`config.mk`:
```
export PLATFORM = sky130hd
export DESIGN_NAME = wr_bram_patch_flat
export DESIGN_NICKNAME = d
export VERILOG_FILES = /design/src/rtl/wr_bram_patch_pkg.sv /design/src/rtl/wr_bram_patch_if.sv /design/src/rtl/wr_bram_patch.sv /design/src/flat_wrapper.sv
export SDC_FILE = /design/constraint.sdc
export NUM_CORES = 1
export LEC_CHECK = 0
export BUFFER_PORTS_ARGS = -buffer_cell sky130_fd_sc_hd__buf_4
export CAP_MARGIN = 40
export CORE_AREA = 4 4 383 385
export DETAILED_ROUTE_END_ITERATION = 8
export DIE_AREA = 0 0 387 389
export GPL_ROUTABILITY_DRIVEN = 1
export SKIP_LAST_GASP = 1
export SYNTH_ARGS = -nofsm -noshare
export SYNTH_HDL_FRONTEND = slang
export SYNTH_SLANG_ARGS = --single-unit
```
`constraint.sdc`:
```
create_clock -name clk -period 2.1 [get_ports clk]
set_input_delay 0.42 -clock clk [delete_from_list [all_inputs] [get_ports clk]]
set_output_delay 0.42 -clock clk [all_outputs]
set_load 0.03 [all_outputs]
```
`src/rtl/wr_bram_patch_pkg.sv`:
```
// Patch geometry and writer state encoding, shared by the port-A patch writer and the port-B patch reader.
package wr_bram_patch_pkg;

   localparam int unsigned BRAM_PATCH_NUM        = 8;
   localparam int unsigned BRAM_PATCH_DATA_WIDTH = 480;
   localparam int unsigned BRAM_PATCH_ADDR_WIDTH = 13;
   localparam int unsigned WR_BRAM_PATCH_CNT_W   = 4;

   typedef enum logic [1:0] {
      WR_BRAM_PATCH_IDLE = 2'd0,
      WR_BRAM_PATCH_WR   = 2'd1,
      WR_BRAM_PATCH_DONE = 2'd2
   } wr_bram_patch_state_e;

endpackage

```
`src/rtl/wr_bram_patch_if.sv`:
```
// Producer word stream plus BRAM port-A write bus of the patch writer.
// The flush line exists only when WR_BRAM_PATCH_ZERO_FILL_EN is defined.
interface wr_bram_patch_if
   import wr_bram_patch_pkg::*;
#(
   parameter int unsigned DATA_WIDTH = BRAM_PATCH_DATA_WIDTH,
   parameter int unsigned ADDR_WIDTH = BRAM_PATCH_ADDR_WIDTH
);

   logic [DATA_WIDTH-1:0] wr_data_patch_din;
   logic                  wr_data_patch_valid;
   logic                  wr_data_patch_ready;
`ifdef WR_BRAM_PATCH_ZERO_FILL_EN
   logic                  wr_data_patch_flush;
`endif
   logic                  wr_data_bram_patch_ena;
   logic                  wr_data_bram_patch_wea;
   logic [ADDR_WIDTH-1:0] wr_data_bram_patch_addra;
   logic [DATA_WIDTH-1:0] wr_data_bram_patch_dina;
   logic                  wr_data_bram_patch_last;

   modport master (
`ifdef WR_BRAM_PATCH_ZERO_FILL_EN
      output wr_data_patch_flush,
`endif
      output wr_data_patch_din,
      output wr_data_patch_valid,
      input  wr_data_patch_ready,
      input  wr_data_bram_patch_ena,
      input  wr_data_bram_patch_wea,
      input  wr_data_bram_patch_addra,
      input  wr_data_bram_patch_dina,
      input  wr_data_bram_patch_last
   );

   modport slave (
`ifdef WR_BRAM_PATCH_ZERO_FILL_EN
      input  wr_data_patch_flush,
`endif
      input  wr_data_patch_din,
      input  wr_data_patch_valid,
      output wr_data_patch_ready,
      output wr_data_bram_patch_ena,
      output wr_data_bram_patch_wea,
      output wr_data_bram_patch_addra,
      output wr_data_bram_patch_dina,
      output wr_data_bram_patch_last
   );

endinterface

```
`src/rtl/wr_bram_patch.sv`:
```
// Writes one PATCH_NUM-word patch into the patch BRAM via port A at ith_offset + k.
// Optional WR_BRAM_PATCH_ZERO_FILL_EN adds a flush that zero-fills the rest of the patch.
module wr_bram_patch
   import wr_bram_patch_pkg::*;
#(
   parameter int unsigned DATA_WIDTH = BRAM_PATCH_DATA_WIDTH,
   parameter int unsigned ADDR_WIDTH = BRAM_PATCH_ADDR_WIDTH,
   parameter int unsigned PATCH_NUM  = BRAM_PATCH_NUM
) (
   input  logic                  clk,
   input  logic                  rst_n,
   input  logic                  wr_data_bottom,
   input  logic [ADDR_WIDTH-1:0] wr_data_bram_patch_ith_offset,
   wr_bram_patch_if.slave        bus,
   output logic                  wr_data_bram_patch_done,
   output logic                  wr_data_bram_patch_busy
);

   localparam int unsigned          CNT_W    = WR_BRAM_PATCH_CNT_W;
   localparam logic [CNT_W-1:0]     LAST_CNT = CNT_W'(PATCH_NUM - 1);

   wr_bram_patch_state_e  state_q, state_d;
   logic [CNT_W-1:0]      cnt_q, cnt_d;
   logic [ADDR_WIDTH-1:0] off_q, off_d;
   logic                  fill_q, fill_d;
   logic                  ready_q, ready_d;
   logic                  ena_q, ena_d;
   logic [ADDR_WIDTH-1:0] addra_q, addra_d;
   logic [DATA_WIDTH-1:0] dina_q, dina_d;
   logic                  last_q, last_d;
   logic                  done_q, done_d;
   logic                  busy_q, busy_d;
   logic                  flush_c;
   logic                  accept_c;
   logic                  write_c;

`ifdef WR_BRAM_PATCH_ZERO_FILL_EN
   assign flush_c = bus.wr_data_patch_flush;
`else
   assign flush_c = 1'b0;
`endif

   // ready_q is only ever high in WR outside zero-fill, so it doubles as the accept qualifier
   assign accept_c = bus.wr_data_patch_valid & ready_q;
   assign write_c  = accept_c | fill_q;

   always_comb begin
      state_d = state_q;
      cnt_d   = cnt_q;
      off_d   = off_q;
      fill_d  = fill_q;
      ena_d   = 1'b0;
      addra_d = addra_q;
      dina_d  = dina_q;
      last_d  = 1'b0;
      done_d  = 1'b0;
      case (state_q)
         WR_BRAM_PATCH_IDLE: begin
            if (wr_data_bottom) begin
               off_d   = wr_data_bram_patch_ith_offset;
               cnt_d   = '0;
               fill_d  = 1'b0;
               state_d = WR_BRAM_PATCH_WR;
            end
         end
         WR_BRAM_PATCH_WR: begin
            if (write_c) begin
               ena_d   = 1'b1;
               addra_d = ADDR_WIDTH'(off_q + ADDR_WIDTH'(cnt_q));
               dina_d  = fill_q ? '0 : bus.wr_data_patch_din;
               last_d  = (cnt_q == LAST_CNT);
               cnt_d   = cnt_q + CNT_W'(1);
               if (cnt_q == LAST_CNT) state_d = WR_BRAM_PATCH_DONE;
            end
            if (flush_c && ready_q) fill_d = 1'b1;
         end
         WR_BRAM_PATCH_DONE: begin
            done_d  = 1'b1;
            state_d = WR_BRAM_PATCH_IDLE;
         end
         default: state_d = WR_BRAM_PATCH_IDLE;
      endcase
      ready_d = (state_d == WR_BRAM_PATCH_WR) && !fill_d;
      busy_d  = (state_d != WR_BRAM_PATCH_IDLE);
   end

   always_ff @(posedge clk or negedge rst_n) begin
      if (!rst_n) begin
         state_q <= WR_BRAM_PATCH_IDLE;
         cnt_q   <= '0;
         off_q   <= '0;
         fill_q  <= 1'b0;
         ready_q <= 1'b0;
         ena_q   <= 1'b0;
         addra_q <= '0;
         dina_q  <= '0;
         last_q  <= 1'b0;
         done_q  <= 1'b0;
         busy_q  <= 1'b0;
      end else begin
         state_q <= state_d;
         cnt_q   <= cnt_d;
         off_q   <= off_d;
         fill_q  <= fill_d;
         ready_q <= ready_d;
         ena_q   <= ena_d;
         addra_q <= addra_d;
         dina_q  <= dina_d;
         last_q  <= last_d;
         done_q  <= done_d;
         busy_q  <= busy_d;
      end
   end

   assign bus.wr_data_patch_ready      = ready_q;
   assign bus.wr_data_bram_patch_ena   = ena_q;
   assign bus.wr_data_bram_patch_wea   = ena_q;
   assign bus.wr_data_bram_patch_addra = addra_q;
   assign bus.wr_data_bram_patch_dina  = dina_q;
   assign bus.wr_data_bram_patch_last  = last_q;
   assign wr_data_bram_patch_done      = done_q;
   assign wr_data_bram_patch_busy      = busy_q;

endmodule

```
`src/flat_wrapper.sv`:
```
// flat-port wrapper written by rule: the top's interface ports become plain ports
module wr_bram_patch_flat import wr_bram_patch_pkg::*;
#(
   parameter int unsigned DATA_WIDTH = BRAM_PATCH_DATA_WIDTH,
   parameter int unsigned ADDR_WIDTH = BRAM_PATCH_ADDR_WIDTH,
   parameter int unsigned PATCH_NUM  = BRAM_PATCH_NUM
)
  (clk, rst_n, wr_data_bottom, wr_data_bram_patch_ith_offset, wr_data_bram_patch_done, wr_data_bram_patch_busy, bus_wr_data_patch_din, bus_wr_data_patch_valid, bus_wr_data_patch_ready, bus_wr_data_bram_patch_ena, bus_wr_data_bram_patch_wea, bus_wr_data_bram_patch_addra, bus_wr_data_bram_patch_dina, bus_wr_data_bram_patch_last);
  wr_bram_patch_if #(.DATA_WIDTH(DATA_WIDTH), .ADDR_WIDTH(ADDR_WIDTH)) bus_i ();
  input  logic clk;
  input  logic rst_n;
  input  logic wr_data_bottom;
  input  logic [ADDR_WIDTH-1:0] wr_data_bram_patch_ith_offset;
  output logic wr_data_bram_patch_done;
  output logic wr_data_bram_patch_busy;
  input wire logic [$bits(bus_i.wr_data_patch_din)-1:0] bus_wr_data_patch_din;
  input wire logic [$bits(bus_i.wr_data_patch_valid)-1:0] bus_wr_data_patch_valid;
  output wire logic [$bits(bus_i.wr_data_patch_ready)-1:0] bus_wr_data_patch_ready;
  output wire logic [$bits(bus_i.wr_data_bram_patch_ena)-1:0] bus_wr_data_bram_patch_ena;
  output wire logic [$bits(bus_i.wr_data_bram_patch_wea)-1:0] bus_wr_data_bram_patch_wea;
  output wire logic [$bits(bus_i.wr_data_bram_patch_addra)-1:0] bus_wr_data_bram_patch_addra;
  output wire logic [$bits(bus_i.wr_data_bram_patch_dina)-1:0] bus_wr_data_bram_patch_dina;
  output wire logic [$bits(bus_i.wr_data_bram_patch_last)-1:0] bus_wr_data_bram_patch_last;
  assign bus_i.wr_data_patch_din = bus_wr_data_patch_din;
  assign bus_i.wr_data_patch_valid = bus_wr_data_patch_valid;
  assign bus_wr_data_patch_ready = bus_i.wr_data_patch_ready;
  assign bus_wr_data_bram_patch_ena = bus_i.wr_data_bram_patch_ena;
  assign bus_wr_data_bram_patch_wea = bus_i.wr_data_bram_patch_wea;
  assign bus_wr_data_bram_patch_addra = bus_i.wr_data_bram_patch_addra;
  assign bus_wr_data_bram_patch_dina = bus_i.wr_data_bram_patch_dina;
  assign bus_wr_data_bram_patch_last = bus_i.wr_data_bram_patch_last;
  wr_bram_patch #(.DATA_WIDTH(DATA_WIDTH), .ADDR_WIDTH(ADDR_WIDTH), .PATCH_NUM(PATCH_NUM)) u_core (.clk(clk), .rst_n(rst_n), .wr_data_bottom(wr_data_bottom), .wr_data_bram_patch_ith_offset(wr_data_bram_patch_ith_offset), .bus(bus_i), .wr_data_bram_patch_done(wr_data_bram_patch_done), .wr_data_bram_patch_busy(wr_data_bram_patch_busy));
endmodule
```
==> results.sh <==
export IMPL_postSynthCellCount=2265
export IMPL_final_nets=4131
export IMPL_die_h_um=389
export IMPL_crit_fanout=7
export IMPL_synth_edf_count=0
export IMPL_ys_warn_count=0
export IMPL_synth_top_cell_area_share=0.5963
export IMPL_root_buffer="clkbuf_16"
export IMPL_routed_via_density=3.855
export IMPL_cp_required_ns=2.62
export IMPL_synth_top_area_cell="dfrtp_1"
export IMPL_mappedNetlistArea_sq_mm=0.02174
export IMPL_grt_overflow_total=0
export IMPL_period_minus_slack_ns=1.920
export IMPL_skew_ns=0.02040
export IMPL_worst_setup_path_end_kind="register"
export IMPL_cts_sinks=518
export IMPL_outcome="finished clean"
export IMPL_crit_chain="ha_1 -> a211o_1 -> a21oi_1 -> mux2i_1 -> nand2_1"
export IMPL_pre_cts_ws_ns=0.1697
export IMPL_regToRegSetupSlack_ns=0.18
export IMPL_grt_usage=0.1381
export IMPL_most_common_layout_cells="buf_4, nand2_1, dfrtp_1, nand3b_1, dlygate4sd3_1"
export IMPL_hold_viol_final=0
export IMPL_core_area_sq_mm=0.1431
export IMPL_htree_levels=3
export IMPL_grt_max_degree=235
export IMPL_synthTopCellsByArea="dfrtp_1, nand2_1, nand3b_1"
export IMPL_setup_ws_ns=0.1796
export IMPL_clk_latency_ns=0.63
export IMPL_start_util=0.1519
export IMPL_peakVddDrop_uv=1052
export IMPL_num_rows=139
export IMPL_layout_commonest_cell="buf_4"
export IMPL_grt_pass1_vias=22460
export IMPL_dieArea_sq_mm=0.1505
export IMPL_antenna_found_initial=33
export IMPL_crit_slowest_cell="dfrtp_1"
export IMPL_maxSlewHeadroom=0.3574
export IMPL_cts_buffer_depth=3
export IMPL_vias=21600
export IMPL_drcViolationCount=0
export IMPL_p_per_area_mw_per_mm2=1531
export IMPL_wl_per_cell_um=19.19
export IMPL_clk_pin_slew_ns=0.06
export IMPL_detail_route_antenna_nets=0
export IMPL_cp_arrival_ns=2.44
export IMPL_start_kind="register"
export IMPL_grt_pass1_wl_mm=155.7
export IMPL_first_iter_violations=1362
export IMPL_post_route_period_util=0.9145
export IMPL_drive_gt1_frac=0.3200
export IMPL_ys_seq_elements=518
export IMPL_synth_fp_nets=2768
export IMPL_yosysSeqAreaShare=0.5963
export IMPL_fmax_mhz=520.7
export IMPL_avgSynthCellArea_sq_um=9.598
export IMPL_finalMaxSlewViolations=0
export IMPL_critPathKind="register to register"
export IMPL_drt_total_wl_mm=107.6
export IMPL_holdWs_ns=0.07852
export IMPL_areaGrowthSynthToFinish_pct=74.60
export IMPL_firstDrtPassIters=5
export IMPL_hold_class="input port to register"
export IMPL_pin_count=996
export IMPL_cts_tree="yes"
export IMPL_synth_main_ff_cell="dfrtp_1"
export IMPL_cpPeakStageDelay_ns=0.44
export IMPL_die_w_um=387
export IMPL_finalSetupViolCount=0
export IMPL_rsz0062_at_grt="no"
export IMPL_port_buffers=995
export IMPL_place_congestion=0.9161
export IMPL_worst_pin_slew_ns=0.9639
export IMPL_async_flop_share=1.000
export IMPL_ys_types=47
export IMPL_tritoncts_num_buffers=67
export IMPL_hpwl_mm=82.06
export IMPL_max_cap_violations=0
export IMPL_post_cts_buffers=0
export IMPL_finalSetupTns_ns=0
export IMPL_power_leakage_nw=18.93
worst max-delay path, delay by kind of cell (launching register included):
kind | cells | cell delay (ns)
compound gates | 2 | 0.69
fa+ha+maj | 1 | 0.32
flops | 1 | 0.44
mux | 1 | 0.28
simple gates | 1 | 0.07
power breakdown:
part	switching [W]	total, W	internal, W
registers	0.00294	0.0177	0.0148
clock network	0.00473	0.0115	0.00675
logic	0.0190	0.0289	0.00989
total	0.0267	0.0581	0.0314
state kept, by name, indices dropped and copies added, names as in the netlist:
| register | flops |
|---|---|
| u_core.bus.wr_data_bram_patch_addra | 13 |
| u_core.off_q | 13 |
| u_core.bus.wr_data_bram_patch_last | 1 |
| u_core.cnt_q | 4 |
| u_core.bus.wr_data_patch_ready | 1 |
| u_core.bus.wr_data_bram_patch_ena | 1 |
| u_core.bus.wr_data_bram_patch_dina | 480 |
| u_core.wr_data_bram_patch_done | 1 |
| u_core.fill_q | 1 |
| u_core.wr_data_bram_patch_busy | 1 |
| u_core.state_q | 2 |
Yosys cell counts (3+ instances only):
master,count
nand2_1,1013
dfrtp_1,518
nand3b_1,481
buf_2,100
clkbuf_1,62
o21ai_0,12
nor2_1,8
xnor2_1,6
ha_1,5
nand3_1,5
a21oi_1,4
inv_1,4
nor3_1,4
buf_4,3
final cells by class:
class | instances | area, sq um
clock inverter | 25 | 229.0
tap | 1903 | 2381
clock buffer | 94 | 1949
sequential | 518 | 12970
inverter | 5 | 26.28
fill | 15170 | 105200
multi-input combinational | 1575 | 7991
timing repair buffer | 1461 | 12350
antenna | 23 | 57.56
per-stage QoR:
| step | std cells | power (W) | instance area (sq um) | util |
|---|---|---|---|---|
| 3_3_place_gp | 5061 | 0.04598 | 31710 | 0.2215 |
| 5_1_grt | 5603 | 0.06147 | 37950 | 0.2652 |
| 6_report | 5604 | 0.05809 | 37960 | 0.2652 |
| 3_5_place_dp | 5061 | 0.04631 | 31710 | 0.2215 |
| 4_1_cts | 5581 | 0.05886 | 37900 | 0.2648 |
| 2_1_floorplan | 2265 | 0.03287 | 21740 | - |
layer usage:
| metal | global-route usage | vias to the layer above | wire length (um) |
|---|---|---|---|
| li1 | - | 10050 | - |
| met1 | 0.1552 | 10490 | 39820 |
| met2 | 0.2281 | 883 | 52360 |
| met3 | 0.05918 | 186 | 10990 |
| met4 | 0.06057 | 0 | 4399 |
| met5 | 0 | - | 0 |
kinds of logic (layout without fill, tap and decap cells):
group                      after synthesis  count (layout)  share of synthesized area
xor gates and xnor gates                 7               7                   0.002820
DFF                                    518             518                     0.5963
muxes                                    1               1                  0.0004605
buffers and inverters                  172            1585                    0.03632
and+or+nand+nor                       1529            1529                     0.3508
AOI/OAI and AO/OA                       32              32                   0.009555
adders and majority gates                6               6                   0.003799
other                                    0              23                          0
repair_timing:
item,in CTS,in global routing
hold endpoints to repair,418,0
hold buffers,401,0
resized for setup,0,0
path summary, 6_finish.rpt:
| path | start | to | cells after the start |
|---|---|---|---|
| max | u_core.cnt_q[1]$_DFFE_PN0P_ | u_core.bus.wr_data_bram_patch_addra[11]$_DFFE_PN0P_ | 5 |
| min | bus_wr_data_patch_din[49] | u_core.bus.wr_data_bram_patch_dina[49]$_DFFE_PN0P_ | 3 |
| max reg2reg | u_core.cnt_q[1]$_DFFE_PN0P_ | u_core.bus.wr_data_bram_patch_addra[11]$_DFFE_PN0P_ | 5 |
| min reg2reg | u_core.bus.wr_data_bram_patch_dina[209]$_DFFE_PN0P_ | u_core.bus.wr_data_bram_patch_dina[209]$_DFFE_PN0P_ | 2 |
| max in group asynchronous | rst_n | u_core.bus.wr_data_bram_patch_dina[99]$_DFFE_PN0P_ | 3 |
| min in group asynchronous | rst_n | u_core.bus.wr_data_bram_patch_dina[393]$_DFFE_PN0P_ | 2 |
No activity file was read; power rests on OpenSTA's default activity.
